$ cat src/rtl/calc_seq_core_if.sv
// Operator-panel bus for calc_seq_core.
//   master (panel/testbench): drives enter_pulse, clear_pulse, operand_in, op_sel;
//                             observes result, sign, err, busy, done, display_sel, state_led.
//   slave  (calc_seq_core):   the mirror image.
interface calc_seq_core_if #(
  parameter int unsigned WIDTH = 20
);
  logic             enter_pulse;
  logic             clear_pulse;
  logic [WIDTH-1:0] operand_in;
  logic [2:0]       op_sel;
  logic [WIDTH-1:0] result;
  logic             sign;
  logic             err;
  logic             busy;
  logic             done;
  logic [1:0]       display_sel;
  logic [2:0]       state_led;

  modport master (
    output enter_pulse, clear_pulse, operand_in, op_sel,
    input  result, sign, err, busy, done, display_sel, state_led
  );

  modport slave (
    input  enter_pulse, clear_pulse, operand_in, op_sel,
    output result, sign, err, busy, done, display_sel, state_led
  );
endinterface

$ cat src/rtl/calc_seq_core.sv
// Sequential signed-magnitude decimal-range calculator core.
// Operand A is entered, then operand B together with the operation; the core computes
// add/sub in one cycle, mul (shift-add) and div/mod (restoring division) in WIDTH cycles,
// and shows the result or an error. A shown result can be chained as the next operand A.
// Ports:
//   clk    rising-edge system clock
//   rst_n  asynchronous active-low reset
//   bus    calc_seq_core_if.slave: enter/clear strobes, operand, op select in;
//          result, sign, err, busy, done pulse, display_sel, one-hot state_led out
module calc_seq_core #(
  parameter int unsigned DIGITS = 6,
  parameter int unsigned WIDTH  = 20
) (
  input logic            clk,
  input logic            rst_n,
  calc_seq_core_if.slave bus
);

  localparam logic [2:0] OpAdd = 3'd0;
  localparam logic [2:0] OpSub = 3'd1;
  localparam logic [2:0] OpMul = 3'd2;
  localparam logic [2:0] OpDiv = 3'd3;
  localparam logic [2:0] OpMod = 3'd4;

  // Largest magnitude representable on the decimal display.
  localparam logic [WIDTH-1:0]   Max     = WIDTH'(10 ** DIGITS - 1);
  localparam logic [2*WIDTH-1:0] MaxWide = {{WIDTH{1'b0}}, Max};
  localparam int unsigned        CntW    = $clog2(WIDTH);
  localparam logic [CntW-1:0]    LastCnt = CntW'(WIDTH - 1);

  typedef enum logic [2:0] {
    StA,
    StB,
    StRun,
    StShow,
    StErr
  } state_e;

  state_e state_q, state_d;

  logic [WIDTH-1:0]   a_q, a_d;
  logic               a_sign_q, a_sign_d;
  logic [WIDTH-1:0]   b_q, b_d;
  logic [2:0]         op_q, op_d;
  logic [WIDTH-1:0]   result_q, result_d;
  logic               sign_q, sign_d;
  logic               done_q, done_d;
  logic [CntW-1:0]    cnt_q, cnt_d;
  // acc: mul partial product / div partial remainder (low WIDTH bits).
  // work: mul multiplier shifting right / div dividend shifting out, quotient shifting in.
  logic [2*WIDTH-1:0] acc_q, acc_d;
  logic [2*WIDTH-1:0] mcand_q, mcand_d;
  logic [WIDTH-1:0]   work_q, work_d;

  // ---------------------------------------------------------------------------
  // Arithmetic step logic
  // ---------------------------------------------------------------------------
  logic [WIDTH:0]     a_ext, b_ext, as_mag;
  logic               as_sign, b_neg;
  logic [2*WIDTH-1:0] mul_acc;
  logic [WIDTH:0]     div_shift, div_rem;
  logic               div_qbit;
  logic [WIDTH-1:0]   div_quot;

  always_comb begin
    a_ext = {1'b0, a_q};
    b_ext = {1'b0, b_q};
    // Subtraction is addition of a negated B; B itself is always entered positive.
    b_neg = (op_q == OpSub);
    if (a_sign_q == b_neg) begin
      as_mag  = a_ext + b_ext;
      as_sign = a_sign_q;
    end else if (a_q >= b_q) begin
      as_mag  = a_ext - b_ext;
      as_sign = a_sign_q;
    end else begin
      as_mag  = b_ext - a_ext;
      as_sign = b_neg;
    end

    mul_acc = work_q[0] ? (acc_q + mcand_q) : acc_q;

    div_shift = {acc_q[WIDTH-1:0], work_q[WIDTH-1]};
    div_qbit  = (div_shift >= b_ext);
    div_rem   = div_qbit ? (div_shift - b_ext) : div_shift;
    div_quot  = {work_q[WIDTH-2:0], div_qbit};
  end

  // Completion of the current S_RUN cycle and the value it produces.
  logic               fin, fin_err, fin_sign;
  logic [2*WIDTH-1:0] fin_mag;

  always_comb begin
    fin      = 1'b0;
    fin_err  = 1'b0;
    fin_sign = a_sign_q;
    fin_mag  = '0;
    if (state_q == StRun) begin
      unique case (op_q)
        OpAdd, OpSub: begin
          fin      = 1'b1;
          fin_mag  = {{(WIDTH-1){1'b0}}, as_mag};
          fin_sign = as_sign;
        end
        OpMul: begin
          fin     = (cnt_q == LastCnt);
          fin_mag = mul_acc;
        end
        OpDiv, OpMod: begin
          // Division by zero aborts on the first run cycle.
          if (b_q == '0) begin
            fin     = 1'b1;
            fin_err = 1'b1;
          end else begin
            fin = (cnt_q == LastCnt);
          end
          fin_mag = (op_q == OpDiv) ? {{WIDTH{1'b0}}, div_quot}
                                    : {{(WIDTH-1){1'b0}}, div_rem};
        end
        default: begin
          fin     = 1'b1;
          fin_err = 1'b1;
        end
      endcase
      if (fin_mag > MaxWide) begin
        fin_err = 1'b1;
      end
    end
  end

  // ---------------------------------------------------------------------------
  // FSM: state register
  // ---------------------------------------------------------------------------
  always_ff @(posedge clk or negedge rst_n) begin
    if (!rst_n) begin
      state_q <= StA;
    end else begin
      state_q <= state_d;
    end
  end

  // ---------------------------------------------------------------------------
  // FSM: next state
  // ---------------------------------------------------------------------------
  always_comb begin
    state_d = state_q;
    if (bus.clear_pulse) begin
      state_d = StA;
    end else begin
      unique case (state_q)
        StA: begin
          if (bus.enter_pulse) begin
            state_d = (bus.operand_in > Max) ? StErr : StB;
          end
        end
        StB: begin
          if (bus.enter_pulse) begin
            state_d = ((bus.operand_in > Max) || (bus.op_sel > OpMod)) ? StErr : StRun;
          end
        end
        StRun: begin
          if (fin) begin
            state_d = fin_err ? StErr : StShow;
          end
        end
        StShow: begin
          if (bus.enter_pulse) begin
            state_d = StB;
          end
        end
        StErr:   state_d = StErr;
        default: state_d = StA;
      endcase
    end
  end

  // ---------------------------------------------------------------------------
  // FSM: outputs
  // ---------------------------------------------------------------------------
  always_comb begin
    bus.busy        = 1'b0;
    bus.err         = 1'b0;
    bus.display_sel = 2'd0;
    bus.state_led   = 3'b000;
    unique case (state_q)
      StA: begin
        bus.display_sel = 2'd0;
        bus.state_led   = 3'b001;
      end
      StB: begin
        bus.display_sel = 2'd1;
        bus.state_led   = 3'b010;
      end
      StRun: begin
        bus.busy        = 1'b1;
        bus.display_sel = 2'd2;
      end
      StShow: begin
        bus.display_sel = 2'd3;
        bus.state_led   = 3'b100;
      end
      StErr: begin
        bus.err         = 1'b1;
        bus.display_sel = 2'd3;
      end
      default: begin
        bus.display_sel = 2'd0;
      end
    endcase
  end

  assign bus.result = result_q;
  assign bus.sign   = sign_q;
  assign bus.done   = done_q;

  // ---------------------------------------------------------------------------
  // Datapath next state
  // ---------------------------------------------------------------------------
  always_comb begin
    a_d      = a_q;
    a_sign_d = a_sign_q;
    b_d      = b_q;
    op_d     = op_q;
    result_d = result_q;
    sign_d   = sign_q;
    acc_d    = acc_q;
    mcand_d  = mcand_q;
    work_d   = work_q;
    cnt_d    = (state_q == StRun) ? cnt_q + 1'b1 : '0;
    // done fires only on the edge that enters a terminal state.
    done_d   = ((state_d == StShow) || (state_d == StErr)) && (state_d != state_q);

    if (bus.clear_pulse) begin
      a_d      = '0;
      a_sign_d = 1'b0;
      b_d      = '0;
      op_d     = OpAdd;
      result_d = '0;
      sign_d   = 1'b0;
      acc_d    = '0;
      mcand_d  = '0;
      work_d   = '0;
      cnt_d    = '0;
    end else begin
      unique case (state_q)
        StA: begin
          if (bus.enter_pulse) begin
            a_d      = bus.operand_in;
            a_sign_d = 1'b0;
          end
        end
        StB: begin
          if (bus.enter_pulse) begin
            b_d     = bus.operand_in;
            op_d    = bus.op_sel;
            acc_d   = '0;
            mcand_d = {{WIDTH{1'b0}}, a_q};
            // Mul shifts the multiplier B; div/mod shifts the dividend A.
            work_d  = (bus.op_sel == OpMul) ? bus.operand_in : a_q;
          end
        end
        StRun: begin
          if (op_q == OpMul) begin
            acc_d   = mul_acc;
            mcand_d = mcand_q << 1;
            work_d  = work_q >> 1;
          end else begin
            acc_d  = {{(WIDTH-1){1'b0}}, div_rem};
            work_d = div_quot;
          end
          if (fin) begin
            result_d = fin_err ? '0 : fin_mag[WIDTH-1:0];
            sign_d   = fin_err ? 1'b0 : (fin_sign && (fin_mag != '0));
          end
        end
        StShow: begin
          if (bus.enter_pulse) begin
            a_d      = result_q;
            a_sign_d = sign_q;
          end
        end
        StErr: begin
        end
        default: begin
        end
      endcase
    end
  end

  always_ff @(posedge clk or negedge rst_n) begin
    if (!rst_n) begin
      a_q      <= '0;
      a_sign_q <= 1'b0;
      b_q      <= '0;
      op_q     <= OpAdd;
      result_q <= '0;
      sign_q   <= 1'b0;
      done_q   <= 1'b0;
      cnt_q    <= '0;
      acc_q    <= '0;
      mcand_q  <= '0;
      work_q   <= '0;
    end else begin
      a_q      <= a_d;
      a_sign_q <= a_sign_d;
      b_q      <= b_d;
      op_q     <= op_d;
      result_q <= result_d;
      sign_q   <= sign_d;
      done_q   <= done_d;
      cnt_q    <= cnt_d;
      acc_q    <= acc_d;
      mcand_q  <= mcand_d;
      work_q   <= work_d;
    end
  end

endmodule

$ cat src/flat_wrapper.sv
// flat-port wrapper written by rule: the top's interface ports become plain ports
module calc_seq_core_flat 
#(
  parameter int unsigned DIGITS = 6,
  parameter int unsigned WIDTH  = 20
)
  (clk, rst_n, bus_enter_pulse, bus_clear_pulse, bus_operand_in, bus_op_sel, bus_result, bus_sign, bus_err, bus_busy, bus_done, bus_display_sel, bus_state_led);
  calc_seq_core_if #(.WIDTH(WIDTH)) bus_i ();
  input logic clk;
  input logic rst_n;
  input wire logic [$bits(bus_i.enter_pulse)-1:0] bus_enter_pulse;
  input wire logic [$bits(bus_i.clear_pulse)-1:0] bus_clear_pulse;
  input wire logic [$bits(bus_i.operand_in)-1:0] bus_operand_in;
  input wire logic [$bits(bus_i.op_sel)-1:0] bus_op_sel;
  output wire logic [$bits(bus_i.result)-1:0] bus_result;
  output wire logic [$bits(bus_i.sign)-1:0] bus_sign;
  output wire logic [$bits(bus_i.err)-1:0] bus_err;
  output wire logic [$bits(bus_i.busy)-1:0] bus_busy;
  output wire logic [$bits(bus_i.done)-1:0] bus_done;
  output wire logic [$bits(bus_i.display_sel)-1:0] bus_display_sel;
  output wire logic [$bits(bus_i.state_led)-1:0] bus_state_led;
  assign bus_i.enter_pulse = bus_enter_pulse;
  assign bus_i.clear_pulse = bus_clear_pulse;
  assign bus_i.operand_in = bus_operand_in;
  assign bus_i.op_sel = bus_op_sel;
  assign bus_result = bus_i.result;
  assign bus_sign = bus_i.sign;
  assign bus_err = bus_i.err;
  assign bus_busy = bus_i.busy;
  assign bus_done = bus_i.done;
  assign bus_display_sel = bus_i.display_sel;
  assign bus_state_led = bus_i.state_led;
  calc_seq_core #(.DIGITS(DIGITS), .WIDTH(WIDTH)) u_core (.clk(clk), .rst_n(rst_n), .bus(bus_i));
endmodule
$ cat config.mk
export PLATFORM = sky130hd
export DESIGN_NAME = calc_seq_core_flat
export DESIGN_NICKNAME = d
export VERILOG_FILES = /design/src/rtl/calc_seq_core_if.sv /design/src/rtl/calc_seq_core.sv /design/src/flat_wrapper.sv
export SDC_FILE = /design/constraint.sdc
export NUM_CORES = 1
export LEC_CHECK = 0
export CORE_ASPECT_RATIO = 0.8
export CORE_MARGIN = 5
export CORE_UTILIZATION = 41
export CTS_CLUSTER_SIZE = 14
export DETAILED_ROUTE_END_ITERATION = 10
export SETUP_SLACK_MARGIN = 0.1
export SLEW_MARGIN = 10
export SYNTH_ARGS = -nofsm -noshare
export SYNTH_HDL_FRONTEND = slang
export SYNTH_SLANG_ARGS = --single-unit
export TNS_END_PERCENT = 100
$ cat constraint.sdc
create_clock -name clk -period 4.5 [get_ports clk]
set_clock_uncertainty 0.15 [all_clocks]
set_input_delay 0.675 -clock clk [delete_from_list [all_inputs] [get_ports clk]]
set_output_delay 0.675 -clock clk [all_outputs]
set_load 0.02 [all_outputs]
==> out/results.ini, run 1 <==
[clock_network]
clock_sinks = 174
clk_pin_slew_ns = 0.07
cts_buffers = 17
clockBufferDepth = 2
clk_latency_ns = 0.48
cts_htree_levels = 4
cts-hold-fix-buffers = 0
cts_tree = yes
root_buffer = clkbuf_16

[grt]
grt_max_degree = 82
grt_pass1_wl_um = 111000
grt_overflow_total = 0
antenna_found_initial = 1
grt_pass1_vias = 17300
grt_use_total_pct = 32.2

[synth]
syn-num-nets = 2287
synth_ff_type = dfrtp_1
syn_area_um2 = 16600
ys_seq_elements = 174
synth_cells = 2135
netlist.area_leader.share_pct = 26.3
ys.warnings.count = 0
yosys.cell_types.count = 96
syn_area_per_cell_um2 = 7.76
yosysSeqAreaShare_pct = 26.3
ys_top_cells_by_area = dfrtp_1, ha_1, nand2_1
synth_common_cells = nand2_1, a21oi_1, nor2_1
async_reset_ff_share_pct = 100
synth_edf_count = 0
synth_top_cell_by_area = dfrtp_1
synth.most_common_cell = nand2_1

[timing]
timing_worst_slew_pin_value_ns = 1.29
rsz0062_at_grt = yes
max_freq_mhz = 222
hold_viol_final = 0
slew_headroom_pct = 13.1
min_period_ns = 4.51
min_period_over_period_pct = 100
drv_slew = 0
fin_ws_ns = -0.00891
setup_violations = 2

[place]
dp_hpwl_um = 57100
port-buffer-count = 55
place.gp.congestion = 1.04

[worst_setup_path]
arrival_ns = 4.77
crit_fanout = 6
start_kind = flop
path_class = reg2reg
worstPathRequired_ns = 4.76
crit_path_end_kind = flop

[floorplanning]
io_pins = 56
rows = 65
fp.dieW_um = 235
initial_core_util_pct = 41.7
core_area_um2 = 39700
fp.dieH_um = 190
dieArea_um2 = 44500

[routing]
vias_per_cell = 6.37
drt_iter0_markers = 2498
routedWlPerCell_um = 25.3
ant_nets = 0
wl_um = 75100
vias = 18900
firstDrtPassIters = 6
remaining_drc_errors = 0

[power_and_ir_drop]
p_switching_mw = 3.05
power_density_nw_per_um2 = 337
power_frac_seq_pct = 24.2
switching_share_pct = 42.4
combPwrFrac_pct = 54.1
power_frac_clock_pct = 21.7
vdd_drop_max_v = 0.000310
intPower_mw = 4.15
power_mw = 7.20
power.leakage_nw = 9.20

[worst_hold_path]
worst_hold_path_type = in2async

[run_status]
violations = setup timing
status = complete, but fails checks

[layout]
antenna_cells = 0
synthToLayoutAreaGrowth_pct = 29.0
fillers = 3876
drive_gt1_share_pct = 23.4
nets = 2568
fin_util_pct = 53.8

[flow_run]
cap_viol_max_count = 0

==> routing by layer <==
layer | vias up | wire length, um | global-route usage, %
li1 | 8454 | - | -
met1 | 9177 | 34800 | 50.0
met2 | 1129 | 29800 | 44.4
met3 | 138 | 8050 | 6.65
met4 | 2 | 2450 | 9.79
met5 | - | 14 | 0
==> state kept, by name (all words and copies together), names as in the netlist <==
name and flops:
u_core.b_q 20, u_core.bus.done 1, u_core.acc_q 40, u_core.bus.sign 1
u_core.mcand_q 40, u_core.a_sign_q 1, u_core.work_q 20, u_core.cnt_q 5
u_core.op_q 3, u_core.a_q 20, u_core.state_q 3, u_core.bus.result 20
==> cell type report <==
class                      instances  area (um2)  share of cell area, %
sequential                       174        4360                   20.4
timing repair buffer             402        3250                   15.2
tap                              536         671                   3.14
inverter                          77         289                   1.35
clock inverter                    11         130                  0.609
multi-input combinational       1744       12200                   57.2
clock buffer                      21         440                   2.06
==> power groups by stage <==
stage	Sequential, mW	Combinational, mW	Clock [mW]
floorplan	1.74	1.87	0
detailed placement	1.76	3.45	0
global route	1.75	4.11	1.63
finish	1.74	3.90	1.56
global placement	1.76	3.45	0
CTS	1.73	3.57	1.57
==> stage by stage <==
step                      TNS, ns  cells  area, um2  setup slack (ns)  hold WS, ns
after CTS                       0   2942      20600            0.0959        0.121
final                     -0.0122   2965      21400          -0.00891       0.0997
after detailed placement   -10.33   2898      19600            -0.483        0.307
after global routing        -1.05   2965      21400            -0.106        0.150
after global placement      -8.61   2898      19600            -0.383        0.304
after floorplan                 0   2135      16600             0.390        0.229
==> cell usage in the layout, fill, tap and decap left out, types with 41 or more instances in the layout <==
cell type / instances
inv_1: 66
dfrtp_1: 171
clkdlybuf4s50_1: 53
a22o_1: 41
a21oi_1: 170
a311oi_1: 42
o21ai_0: 111
ha_1: 89
xnor2_1: 42
nand2_1: 310
buf_4: 334
nor2_1: 180
==> critical path: stages, from the launching register on <==
cell,delay (ns)
dfrtp_1,0.37
inv_1,0.11
ha_4,0.30
and3_4,0.20
nand2_1,0.13
or2_4,0.30
o31a_1,0.38
buf_4,0.17
buf_4,0.14
a221oi_4,0.28
o32ai_2,0.13
xor2_1,0.18
a221o_1,0.36
and4_1,0.22
o211ai_1,0.09
buf_4,0.16
and4_4,0.32
a21o_4,0.22
a32o_2,0.20
==> kinds of logic (layout without fill, tap and decap cells) <==
group                    count (synthesis)  after routing  synth area share (%)
AND/OR/NAND/NOR                        758            758                  21.1
flip-flops                             174            174                  26.3
adder cells (fa/ha/maj)                125            125                  9.67
multiplexers                            47             47                  2.89
AO/OA/AOI/OAI                          748            751                  31.3
buffers and inverters                  220            511                  5.48
XOR/XNOR                                63             63                  3.33
==> worst paths after layout <==
path | from | endpoint | slack (ns) | cells past startpoint
worst max-delay path | u_core.b_q[18] | u_core.bus.result[18] | -0.009 | 18
worst min-delay path | rst_n | u_core.cnt_q[1] | 0.1 | 1
worst max register to register | u_core.b_q[18] | u_core.bus.result[18] | -0.009 | 18
worst min register to register | u_core.cnt_q[0] | u_core.cnt_q[0] | 0.32 | 1
max in group asynchronous | rst_n | u_core.b_q[0] | 3.13 | 2
min in group clk | u_core.cnt_q[0] | u_core.cnt_q[0] | 0.32 | 1
==> repair_timing <==
action,in CTS,in global routing
gates resized for setup,59,138
cloned,2,1
endpoints found under the hold margin,0,0
endpoints found under the setup margin,24,24
buffers inserted,10,22
pin swaps,16,65
(Power assumes the default switching activity.)
==> run 2, diff against run 1 <==
--- a/config.mk
+++ b/config.mk
@@ -7,9 +7,10 @@
 export LEC_CHECK = 0
 export CORE_ASPECT_RATIO = 0.8
 export CORE_MARGIN = 5
-export CORE_UTILIZATION = 41
+export CORE_UTILIZATION = 55
 export CTS_CLUSTER_SIZE = 14
 export DETAILED_ROUTE_END_ITERATION = 10
+export PLACE_DENSITY = 0.73
 export SETUP_SLACK_MARGIN = 0.1
 export SLEW_MARGIN = 10
 export SYNTH_ARGS = -nofsm -noshare
==> run 2 against run 1 <==
The run still ends with setup timing left. Worst setup slack worse by 0.17 ns. Sequential share of layout area down 0.24 points. Clock power down 3%. Via count up 5.5%. Die area down 24%. Non-clock buffer count up 54. Clock-buffer cell count down 4. Flip-flop and latch count unchanged. Final cell count down 2.6%. Sequential power about the same. Design area up 1.1%. Worst hold slack better by 0.14 ns. Highest routed layer unchanged.
==> out/results.ini, run 2 (synthesis results as in run 1) <==
[grt]
antenna_found_initial = 1  ; unchanged
grt_pass1_wl_um = 111000  ; -0.48%
grt_overflow_total = 0  ; unchanged
grt_max_degree = 122  ; +49%
grt_pass1_vias = 18700  ; +7.7%
grt_use_total_pct = 42.6  ; +10 points

[power_and_ir_drop]
power.leakage_nw = 9.51  ; +3.3%
vdd_drop_max_v = 0.000298  ; -3.6%
power_density_nw_per_um2 = 345  ; +2.2%

[layout]
nets = 2622  ; +2.1%
reg_top3 = u_core.acc_q (40), u_core.mcand_q (40)
drive_gt1_share_pct = 25.0  ; +1.6 points
antenna_cells = 0  ; unchanged
final_cell_mix = buf_4, nand2_1, nor2_1, dfrtp_1, a21oi_1
instances_no_fill = 2888  ; -2.6%
final_common_cell = buf_4
fillers = 2277  ; -41%
synthToLayoutAreaGrowth_pct = 30.4

[worst_hold_path]
worst_hold_path_type = in2async

[floorplanning]
rows = 56  ; -14%
dieArea_um2 = 33700  ; -24%
initial_core_util_pct = 56.1  ; +14 points
core_area_um2 = 29500  ; -26%
fp.dieH_um = 165  ; -13%
io_pins = 56  ; unchanged
fp.dieW_um = 204  ; -13%

[clock_network]
cts_tree = yes
clk_latency_ns = 0.47  ; about the same
cts-hold-fix-buffers = 0  ; unchanged
clk_pin_slew_ns = 0.08  ; about the same
cts_buffers = 17  ; unchanged
root_buffer = clkbuf_16
cts_htree_levels = 4  ; unchanged
clockBufferDepth = 2  ; unchanged
clock_sinks = 174  ; unchanged

[routing]
top_layer = met5
vias_per_cell = 6.90  ; +8.3%
ant_nets = 0  ; unchanged
drt_iter0_markers = 3208  ; +28%
routedWlPerCell_um = 25.6  ; +1.1%
wl_met2_um = 29300  ; -1.7%
dr_wl_met3_um = 11300  ; +40%
wl_met1_um = 29800  ; -14%
vias = 19900  ; +5.5%
wl_um = 74000  ; -1.5%
remaining_drc_errors = 0  ; unchanged
firstDrtPassIters = 7  ; +1

[timing]
drv_slew = 0  ; unchanged
min_period_ns = 4.68  ; +0.173 ns
setup_violations = 24  ; +22
slew_headroom_pct = 24.1  ; +11 points
max_freq_mhz = 214  ; -3.7%
fin_ws_ns = -0.182  ; -0.173 ns
hold_viol_final = 0  ; unchanged
timing_worst_slew_pin_value_ns = 1.14  ; -0.155 ns
min_period_over_period_pct = 104  ; +3.8 points
rsz0062_at_grt = yes
hold_slack_ns = 0.238  ; +0.139 ns

[place]
place_inst = 2804  ; -3.2%
port-buffer-count = 55  ; unchanged
dp_hpwl_um = 55500  ; -2.8%
place.gp.congestion = 1.05  ; +1.1%

[worst_setup_path]
crit_fanout = 7  ; +1
start_kind = flop
worstPathRequired_ns = 4.75  ; about the same
path_class = reg2reg
arrival_ns = 4.93  ; +0.16 ns
crit_path_end_kind = flop

[flow_run]
cap_viol_max_count = 0  ; unchanged

[run_status]
status = complete, but fails checks
violations = setup timing

[run 2: power by group]
part | switching, mW | leakage, nW | internal [mW]
Sequential | 0.0993 | 2.40 | 1.64
Combinational | 2.30 | 6.84 | 1.89
Clock | 0.771 | 0.277 | 0.735
[run 2: per-stage QoR]
stage	total power [mW]	setup WS (ns)	setup TNS, ns	instance area, um2	utilization [%]
global route	7.71	-0.155	-2.72	21600	73.2
floorplan	3.62	0.390	0	16600	-
detailed placement	5.26	-0.468	-10.18	19700	66.9
CTS	7.11	0.0686	0	21200	71.9
global placement	5.23	-0.347	-7.53	19700	66.9
finish	7.44	-0.182	-3.24	21600	73.2
[run 2: critical path: stages, from the launching register on]
cell,delay [ns]
dfrtp_1,0.39
inv_1,0.13
buf_4,0.14
ha_2,0.32
a21o_1,0.19
a31oi_1,0.18
o2bb2ai_2,0.11
o31ai_4,0.37
and2_4,0.22
buf_4,0.15
o21ai_1,0.12
a221o_1,0.34
o31a_1,0.36
o211ai_1,0.57
and4_4,0.44
a21o_4,0.23
a32o_1,0.19
[run 2: area by class of cell]
cell class              instances  area, um2  area share [%]
multi-input cells            1744      12200            56.5
repair buffers                456       3680            17.0
well taps                     406        508            2.35
flip-flops and latches        174       4360            20.2
inverters                      77        289            1.34
clock buffers                  17        425            1.97
clock inverters                14        144           0.666
[run 2: path summary, 6_finish.rpt]
kind | startpoint | end | slack [ns] | depth (start not counted)
min in group clk | u_core.cnt_q[0] | u_core.cnt_q[0] | 0.33 | 1
min reg2reg | u_core.cnt_q[0] | u_core.cnt_q[0] | 0.33 | 1
max reg2reg | u_core.b_q[12] | u_core.bus.result[17] | -0.18 | 16
min | rst_n | u_core.mcand_q[32] | 0.24 | 1
max | u_core.b_q[12] | u_core.bus.result[17] | -0.18 | 16
max in group asynchronous | rst_n | u_core.work_q[17] | 3.09 | 2
[run 2: routing by layer]
metal	track usage (%)	up-vias
li1	-	8556
met3	13.7	274
met2	60.3	1612
met5	0	-
met4	16.9	4
met1	60.3	9486
[run 2: timing repair]
item                                    4_1_cts  5_1_grt
setup buffers                                34       18
pin swaps                                    55       61
gates cloned                                  3        0
resized for setup                           126       62
endpoints found under the setup margin       24       24
